[src/rtl/mem_arbiter_pkg.sv]
// Shared encodings for the fetch/data memory arbiter: FSM states and grant owner.
// Also used by the hazard unit and the bench.
package mem_arbiter_pkg;

  typedef enum logic [1:0] {
    ST_IDLE = 2'd0,
    ST_ADDR = 2'd1,
    ST_DATA = 2'd2,
    ST_RESP = 2'd3
  } arb_state_e;

  localparam logic GNT_INST = 1'b0;
  localparam logic GNT_DATA = 1'b1;

  // Two-way round robin: on a tie the port not granted last wins.
  function automatic logic rr_pick(input logic inst_req, input logic data_req,
                                   input logic last_gnt);
    logic owner;
    if (inst_req && data_req) begin
      owner = (last_gnt == GNT_INST) ? GNT_DATA : GNT_INST;
    end else if (data_req) begin
      owner = GNT_DATA;
    end else begin
      owner = GNT_INST;
    end
    return owner;
  endfunction

endpackage

[src/rtl/mem_arbiter_if.sv]
// Requester and bus-side signal bundle of the memory arbiter.
// slave = arbiter view, master = requesters/bus-bridge view.
interface mem_arbiter_if #(
  parameter int AW = 32,
  parameter int DW = 32
);
  logic            inst_req;
  logic [AW-1:0]   inst_addr;
  logic [DW-1:0]   inst_rdata;
  logic            inst_ok;

  logic            data_req;
  logic            data_wr;
  logic [DW/8-1:0] data_wstrb;
  logic [AW-1:0]   data_addr;
  logic [DW-1:0]   data_wdata;
  logic [DW-1:0]   data_rdata;
  logic            data_ok;

  logic            bus_req;
  logic            bus_wr;
  logic [DW/8-1:0] bus_wstrb;
  logic [AW-1:0]   bus_addr;
  logic [DW-1:0]   bus_wdata;
  logic            bus_addr_ok;
  logic            bus_data_ok;
  logic [DW-1:0]   bus_rdata;

  logic            busy;

  modport slave (
    input  inst_req, inst_addr, data_req, data_wr, data_wstrb, data_addr, data_wdata,
           bus_addr_ok, bus_data_ok, bus_rdata,
    output inst_rdata, inst_ok, data_rdata, data_ok,
           bus_req, bus_wr, bus_wstrb, bus_addr, bus_wdata, busy
  );

  modport master (
    output inst_req, inst_addr, data_req, data_wr, data_wstrb, data_addr, data_wdata,
           bus_addr_ok, bus_data_ok, bus_rdata,
    input  inst_rdata, inst_ok, data_rdata, data_ok,
           bus_req, bus_wr, bus_wstrb, bus_addr, bus_wdata, busy
  );
endinterface

[src/rtl/mem_arbiter_flop.sv]
// Enable flop with asynchronous active-high reset to zero.
module mem_arbiter_flop #(
  parameter int W = 1
) (
  input  logic         clk,
  input  logic         rst,
  input  logic         en_i,
  input  logic [W-1:0] d_i,
  output logic [W-1:0] q_o
);

  logic [W-1:0] val_q;

  // Load on enable, otherwise hold.
  always_ff @(posedge clk or posedge rst) begin
    if (rst) begin
      val_q <= '0;
    end else if (en_i) begin
      val_q <= d_i;
    end else begin
      val_q <= val_q;
    end
  end

  assign q_o = val_q;

endmodule

[src/rtl/mem_arbiter.sv]
// Shares one external memory bus between instruction fetch and data memory,
// one transaction at a time: grant, address phase, data phase, one-cycle ok.
module mem_arbiter
  import mem_arbiter_pkg::*;
#(
  parameter int AW = 32,
  parameter int DW = 32
) (
  input logic          clk,
  input logic          rst,
  mem_arbiter_if.slave bus_if
);

  localparam int SW = DW / 8;
  localparam int CW = 1 + SW + AW + DW;

  arb_state_e    state_q;
  logic          owner_q;
  logic          last_q;
  logic          bus_req_q;
  logic          busy_q;
  logic          inst_ok_q;
  logic          data_ok_q;
  logic [DW-1:0] inst_rdata_q;
  logic [DW-1:0] data_rdata_q;

  logic          grant_s;
  logic          gnt_owner_s;
  logic [CW-1:0] cap_d;
  logic [CW-1:0] cap_q;

  // Grant decision and capture payload; a fetch always presents a zeroed write side.
  always_comb begin
    grant_s     = 1'b0;
    gnt_owner_s = GNT_INST;
    cap_d       = '0;
    if ((state_q == ST_IDLE) && (bus_if.inst_req || bus_if.data_req)) begin
      grant_s     = 1'b1;
      gnt_owner_s = rr_pick(bus_if.inst_req, bus_if.data_req, last_q);
      if (gnt_owner_s == GNT_DATA) begin
        cap_d = {bus_if.data_wr, bus_if.data_wstrb, bus_if.data_addr, bus_if.data_wdata};
      end else begin
        cap_d = {1'b0, {SW{1'b0}}, bus_if.inst_addr, {DW{1'b0}}};
      end
    end else begin
      grant_s = 1'b0;
    end
  end

  mem_arbiter_flop #(.W(CW)) u_cap (
    .clk  (clk),
    .rst  (rst),
    .en_i (grant_s),
    .d_i  (cap_d),
    .q_o  (cap_q)
  );

  // Transaction FSM with all handshake outputs registered.
  always_ff @(posedge clk or posedge rst) begin
    if (rst) begin
      state_q      <= ST_IDLE;
      owner_q      <= GNT_INST;
      last_q       <= GNT_INST;
      bus_req_q    <= 1'b0;
      busy_q       <= 1'b0;
      inst_ok_q    <= 1'b0;
      data_ok_q    <= 1'b0;
      inst_rdata_q <= '0;
      data_rdata_q <= '0;
    end else begin
      case (state_q)
        ST_IDLE: begin
          if (grant_s) begin
            state_q   <= ST_ADDR;
            owner_q   <= gnt_owner_s;
            last_q    <= gnt_owner_s;
            bus_req_q <= 1'b1;
            busy_q    <= 1'b1;
          end else begin
            state_q   <= ST_IDLE;
          end
        end
        ST_ADDR: begin
          if (bus_if.bus_addr_ok) begin
            state_q   <= ST_DATA;
            bus_req_q <= 1'b0;
          end else begin
            state_q   <= ST_ADDR;
          end
        end
        ST_DATA: begin
          if (bus_if.bus_data_ok) begin
            state_q <= ST_RESP;
            if (owner_q == GNT_DATA) begin
              data_rdata_q <= bus_if.bus_rdata;
              data_ok_q    <= 1'b1;
            end else begin
              inst_rdata_q <= bus_if.bus_rdata;
              inst_ok_q    <= 1'b1;
            end
          end else begin
            state_q <= ST_DATA;
          end
        end
        ST_RESP: begin
          state_q   <= ST_IDLE;
          inst_ok_q <= 1'b0;
          data_ok_q <= 1'b0;
          busy_q    <= 1'b0;
        end
        default: begin
          state_q   <= ST_IDLE;
          bus_req_q <= 1'b0;
          inst_ok_q <= 1'b0;
          data_ok_q <= 1'b0;
          busy_q    <= 1'b0;
        end
      endcase
    end
  end

  assign bus_if.bus_req    = bus_req_q;
  assign bus_if.bus_wr     = cap_q[CW-1];
  assign bus_if.bus_wstrb  = cap_q[AW+DW +: SW];
  assign bus_if.bus_addr   = cap_q[DW +: AW];
  assign bus_if.bus_wdata  = cap_q[DW-1:0];
  assign bus_if.inst_ok    = inst_ok_q;
  assign bus_if.inst_rdata = inst_rdata_q;
  assign bus_if.data_ok    = data_ok_q;
  assign bus_if.data_rdata = data_rdata_q;
  assign bus_if.busy       = busy_q;

endmodule

[src/flat_wrapper.sv]
// flat-port wrapper written by rule: the top's interface ports become plain ports
module mem_arbiter_flat import mem_arbiter_pkg::*;
#(
  parameter int AW = 32,
  parameter int DW = 32
)
  (clk, rst, bus_if_inst_req, bus_if_inst_addr, bus_if_data_req, bus_if_data_wr, bus_if_data_wstrb, bus_if_data_addr, bus_if_data_wdata, bus_if_bus_addr_ok, bus_if_bus_data_ok, bus_if_bus_rdata, bus_if_inst_rdata, bus_if_inst_ok, bus_if_data_rdata, bus_if_data_ok, bus_if_bus_req, bus_if_bus_wr, bus_if_bus_wstrb, bus_if_bus_addr, bus_if_bus_wdata, bus_if_busy);
  mem_arbiter_if #(.AW(AW), .DW(DW)) bus_if_i ();
  input logic clk;
  input logic rst;
  input wire logic [$bits(bus_if_i.inst_req)-1:0] bus_if_inst_req;
  input wire logic [$bits(bus_if_i.inst_addr)-1:0] bus_if_inst_addr;
  input wire logic [$bits(bus_if_i.data_req)-1:0] bus_if_data_req;
  input wire logic [$bits(bus_if_i.data_wr)-1:0] bus_if_data_wr;
  input wire logic [$bits(bus_if_i.data_wstrb)-1:0] bus_if_data_wstrb;
  input wire logic [$bits(bus_if_i.data_addr)-1:0] bus_if_data_addr;
  input wire logic [$bits(bus_if_i.data_wdata)-1:0] bus_if_data_wdata;
  input wire logic [$bits(bus_if_i.bus_addr_ok)-1:0] bus_if_bus_addr_ok;
  input wire logic [$bits(bus_if_i.bus_data_ok)-1:0] bus_if_bus_data_ok;
  input wire logic [$bits(bus_if_i.bus_rdata)-1:0] bus_if_bus_rdata;
  output wire logic [$bits(bus_if_i.inst_rdata)-1:0] bus_if_inst_rdata;
  output wire logic [$bits(bus_if_i.inst_ok)-1:0] bus_if_inst_ok;
  output wire logic [$bits(bus_if_i.data_rdata)-1:0] bus_if_data_rdata;
  output wire logic [$bits(bus_if_i.data_ok)-1:0] bus_if_data_ok;
  output wire logic [$bits(bus_if_i.bus_req)-1:0] bus_if_bus_req;
  output wire logic [$bits(bus_if_i.bus_wr)-1:0] bus_if_bus_wr;
  output wire logic [$bits(bus_if_i.bus_wstrb)-1:0] bus_if_bus_wstrb;
  output wire logic [$bits(bus_if_i.bus_addr)-1:0] bus_if_bus_addr;
  output wire logic [$bits(bus_if_i.bus_wdata)-1:0] bus_if_bus_wdata;
  output wire logic [$bits(bus_if_i.busy)-1:0] bus_if_busy;
  assign bus_if_i.inst_req = bus_if_inst_req;
  assign bus_if_i.inst_addr = bus_if_inst_addr;
  assign bus_if_i.data_req = bus_if_data_req;
  assign bus_if_i.data_wr = bus_if_data_wr;
  assign bus_if_i.data_wstrb = bus_if_data_wstrb;
  assign bus_if_i.data_addr = bus_if_data_addr;
  assign bus_if_i.data_wdata = bus_if_data_wdata;
  assign bus_if_i.bus_addr_ok = bus_if_bus_addr_ok;
  assign bus_if_i.bus_data_ok = bus_if_bus_data_ok;
  assign bus_if_i.bus_rdata = bus_if_bus_rdata;
  assign bus_if_inst_rdata = bus_if_i.inst_rdata;
  assign bus_if_inst_ok = bus_if_i.inst_ok;
  assign bus_if_data_rdata = bus_if_i.data_rdata;
  assign bus_if_data_ok = bus_if_i.data_ok;
  assign bus_if_bus_req = bus_if_i.bus_req;
  assign bus_if_bus_wr = bus_if_i.bus_wr;
  assign bus_if_bus_wstrb = bus_if_i.bus_wstrb;
  assign bus_if_bus_addr = bus_if_i.bus_addr;
  assign bus_if_bus_wdata = bus_if_i.bus_wdata;
  assign bus_if_busy = bus_if_i.busy;
  mem_arbiter #(.AW(AW), .DW(DW)) u_core (.clk(clk), .rst(rst), .bus_if(bus_if_i));
endmodule
[config.mk]
export PLATFORM = sky130hd
export DESIGN_NAME = mem_arbiter_flat
export DESIGN_NICKNAME = d
export VERILOG_FILES = /design/src/rtl/mem_arbiter_pkg.sv /design/src/rtl/mem_arbiter_if.sv /design/src/rtl/mem_arbiter_flop.sv /design/src/rtl/mem_arbiter.sv /design/src/flat_wrapper.sv
export SDC_FILE = /design/constraint.sdc
export NUM_CORES = 1
export LEC_CHECK = 0
export BUFFER_PORTS_ARGS = -buffer_cell sky130_fd_sc_hd__buf_2
export CORE_UTILIZATION = 32
export CTS_BUF_LIST = sky130_fd_sc_hd__clkbuf_8
export DETAILED_ROUTE_END_ITERATION = 7
export GPL_TIMING_DRIVEN = 0
export PLACE_DENSITY = 0.57
export SLEW_MARGIN = 25
export SYNTH_ARGS = -nofsm -noshare
export SYNTH_HDL_FRONTEND = slang
export SYNTH_HIERARCHICAL = 1
export SYNTH_SLANG_ARGS = --single-unit
[constraint.sdc]
create_clock -name clk -period 2.4 [get_ports clk]
set_input_delay 0 -clock clk [delete_from_list [all_inputs] [get_ports clk]]
set_output_delay 0 -clock clk [all_outputs]
set_load 0.03 [all_outputs]
==> flow_summary.ini <==
[layout]
insertedDiodeCount = 0
final_area_mm2 = 0.00967
fin_cells = 1168
mostFrequentLayoutCells = buf_2, dfrtp_1, dlygate4sd3_1, mux2_2, nand2_1
drive_gt1_frac = 0.512
final_common_cell = buf_2
multi_input_area_mm2 = 0.00243
regArea_mm2 = 0.00350
fill_cells = 1644
nNetsFinal = 1034
syn_to_final_growth_pct = 56.2
post-route-util = 0.514

[timing]
period_needed_ps = 2190
slew_headroom = 0.498
clock_skew_ps = 12.7
rsz0062_at_grt = no
final_max_slew_viol_count = 0
period_share = 0.913
tns_ps = 0
worst_slack_ps = 210
timing.hold.ws_ps = 50.0
finalHoldViolations = 0
setup_viol = 0
fmax_mhz = 457
tightest_slew_ps = 751

[global_route]
grt_pass1_vias = 5715
grt_pass1_wl_um = 29000
gr-total-overflow = 0
antenna_found_initial = 0
grt_util_all_layers = 0.189
grt_max_degree = 40

[placed_design]
placed_area_mm2 = 0.00794
dp_hpwl_um = 12200
pre_cts_slack_ps = -83.1
dpl.cell_count = 1001
port_buffers = 275
gp_congestion = 0.778

[min_path]
min-delay-path-class = input pin to flip-flop
hold_start = bus_if_inst_addr[21]

[drt]
drt_pass1_iterations = 4
wl_um = 18200
wl_per_cell_um = 15.6
drtIter0Drc = 98
via_per_inst = 4.51
final_antenna_net_count = 0
vias = 5262
route.detailed.drc = 0

[power_and_ir_drop]
ir_drop_v = 0.000622
p_leak_nw = 5.10
powerDensity_mw_per_mm2 = 1180
power_mw = 11.4

[die]
coreArea_mm2 = 0.0188
rows = 50
die_x_um = 141
initial_core_util = 0.329
dieArea_mm2 = 0.0199
ioPinCount = 276
die_y_um = 141

[clocking]
clock-sinks = 140
cts_inserted_buffers = 17
cts_max_level = 4
insertion_delay_ps = 440
tritoncts = built
cts_root_buf = clkbuf_8
cts.clk_slew.worst_paths_ps = 80
cts_max_path_buffers = 2

[yosys]
synth_xor_area_frac = 0
synth_top_family_by_area = multiplexers
synth_compound_area_frac = 0.0342
synth.area.mux_share = 0.266
syn_inst = 464
synthesis.nets = 603
yosys.area_share.simple = 0.0920
syn_area_per_cell_um2 = 13.3
ys_types = 25
syn-cell-area_mm2 = 0.00619
seq_area_frac_synth = 0.566
ys_ff_latch = 140
synth_fa_ha_area_frac = 0
ys_warn_count = 6

[setup_path]
crit_type = flip-flop to flip-flop
crit_buf_inv = 4
cp.arrival_ps = 2510
slowest_delay_ps = 450
worstPathMaxFanout = 10
slowest_stage = dfrtp_1
setup.worst_path.start_class = flip-flop
crit_path_end_kind = flip-flop
crit_chain = nor2_2 -> o21ai_2 -> clkbuf_2 -> inv_1 -> buf_6 -> buf_2 -> mux2_2
reg2reg_slack_ps = 210
required_ps = 2720
worst_path_dominant_cell_family = buffers and inverters

[status]
status = complete, no violations

[run]
cap_violations = 0
[final cells by class]
type                    count  share of cell area
clock inverters            15              0.0149
inverters                   4             0.00207
multi-input cells         288               0.251
plain buffers              32              0.0254
flip-flops and latches    140               0.362
repair buffers            412               0.286
clock buffers              17              0.0242
well taps                 260              0.0336
[worst register-to-register path: cells and delay by family (launching register included)]
family          cells  cell delay, ps
simple gates        1             230
flops               1             450
mux                 1             380
buf+inv             4             810
compound gates      1             210
[cell usage after synthesis (all sizes together)]
cell | n | share of area
a21bo | 1 | 0.0016
a21boi | 1 | 0.0012
a21oi | 34 | 0.027
a22o | 1 | 0.0014
a31oi | 1 | 0.0010
and3 | 38 | 0.039
buf | 18 | 0.031
clkbuf | 14 | 0.0085
dfrtp | 140 | 0.57
inv | 4 | 0.0024
mux2 | 133 | 0.27
nand2 | 72 | 0.044
nand2b | 1 | 0.0010
nand3 | 1 | 0.0028
nand3b | 1 | 0.0012
nor2 | 1 | 0.00061
nor2b | 1 | 0.0022
nor3b | 1 | 0.0012
o21ai | 1 | 0.0014
[state kept, by name, indices dropped and copies added, names as in the netlist, named ones only]
signal and count:
u_core/bus_if.busy 1, u_core/state_q 1, u_core/u_cap/q_o 69, u_core/bus_if.inst_ok 1, u_core/bus_if.bus_req 1, u_core/last_q 1, u_core/bus_if.data_ok 1, u_core/bus_if.data_rdata 32
u_core/bus_if.inst_rdata 32
[power by group]
part | switching (mW) | internal, mW | total [mW]
sequential | 0.497 | 3.31 | 3.80
combinational | 3.50 | 2.29 | 5.79
clock | 0.989 | 0.836 | 1.82
[routing by layer]
layer | GRT usage | share of wire | vias to the layer above
met4 | 0.0692 | 0.021 | 0
met1 | 0.205 | 0.40 | 2535
met2 | 0.336 | 0.50 | 233
met3 | 0.0669 | 0.075 | 31
li1 | - | - | 2463
met5 | 0 | 0 | -
[final timing paths]
| check | to | cells after the start |
|---|---|---|
| worst max-delay path | u_core/u_cap/q_o[65]$_DFFE_PP0P_ | 7 |
| worst min-delay path | u_core/u_cap/q_o[53]$_DFFE_PP0P_ | 4 |
| worst max register to register | u_core/u_cap/q_o[65]$_DFFE_PP0P_ | 7 |
| worst min register to register | u_core/bus_if.busy$_DFFE_PP0P_ | 2 |
| max in group asynchronous | u_core/bus_if.data_rdata[30]$_DFFE_PP0P_ | 4 |
| min in group asynchronous | u_core/u_cap/q_o[44]$_DFFE_PP0P_ | 3 |
[cell families after synthesis]
family	Yosys count
flip-flops	140
multiplexers	133
AND/OR/NAND/NOR	116
AO/OA/AOI/OAI	39
buffers and inverters	36
[repair_timing]
item | CTS | global route
setup buffers | 0 | 0
hold buffers | 135 | 0
setup endpoints to repair | 60 | 60
hold endpoints to repair | 243 | 0
resized for setup | 1 | 2
Power figures use the tool's default switching activity.
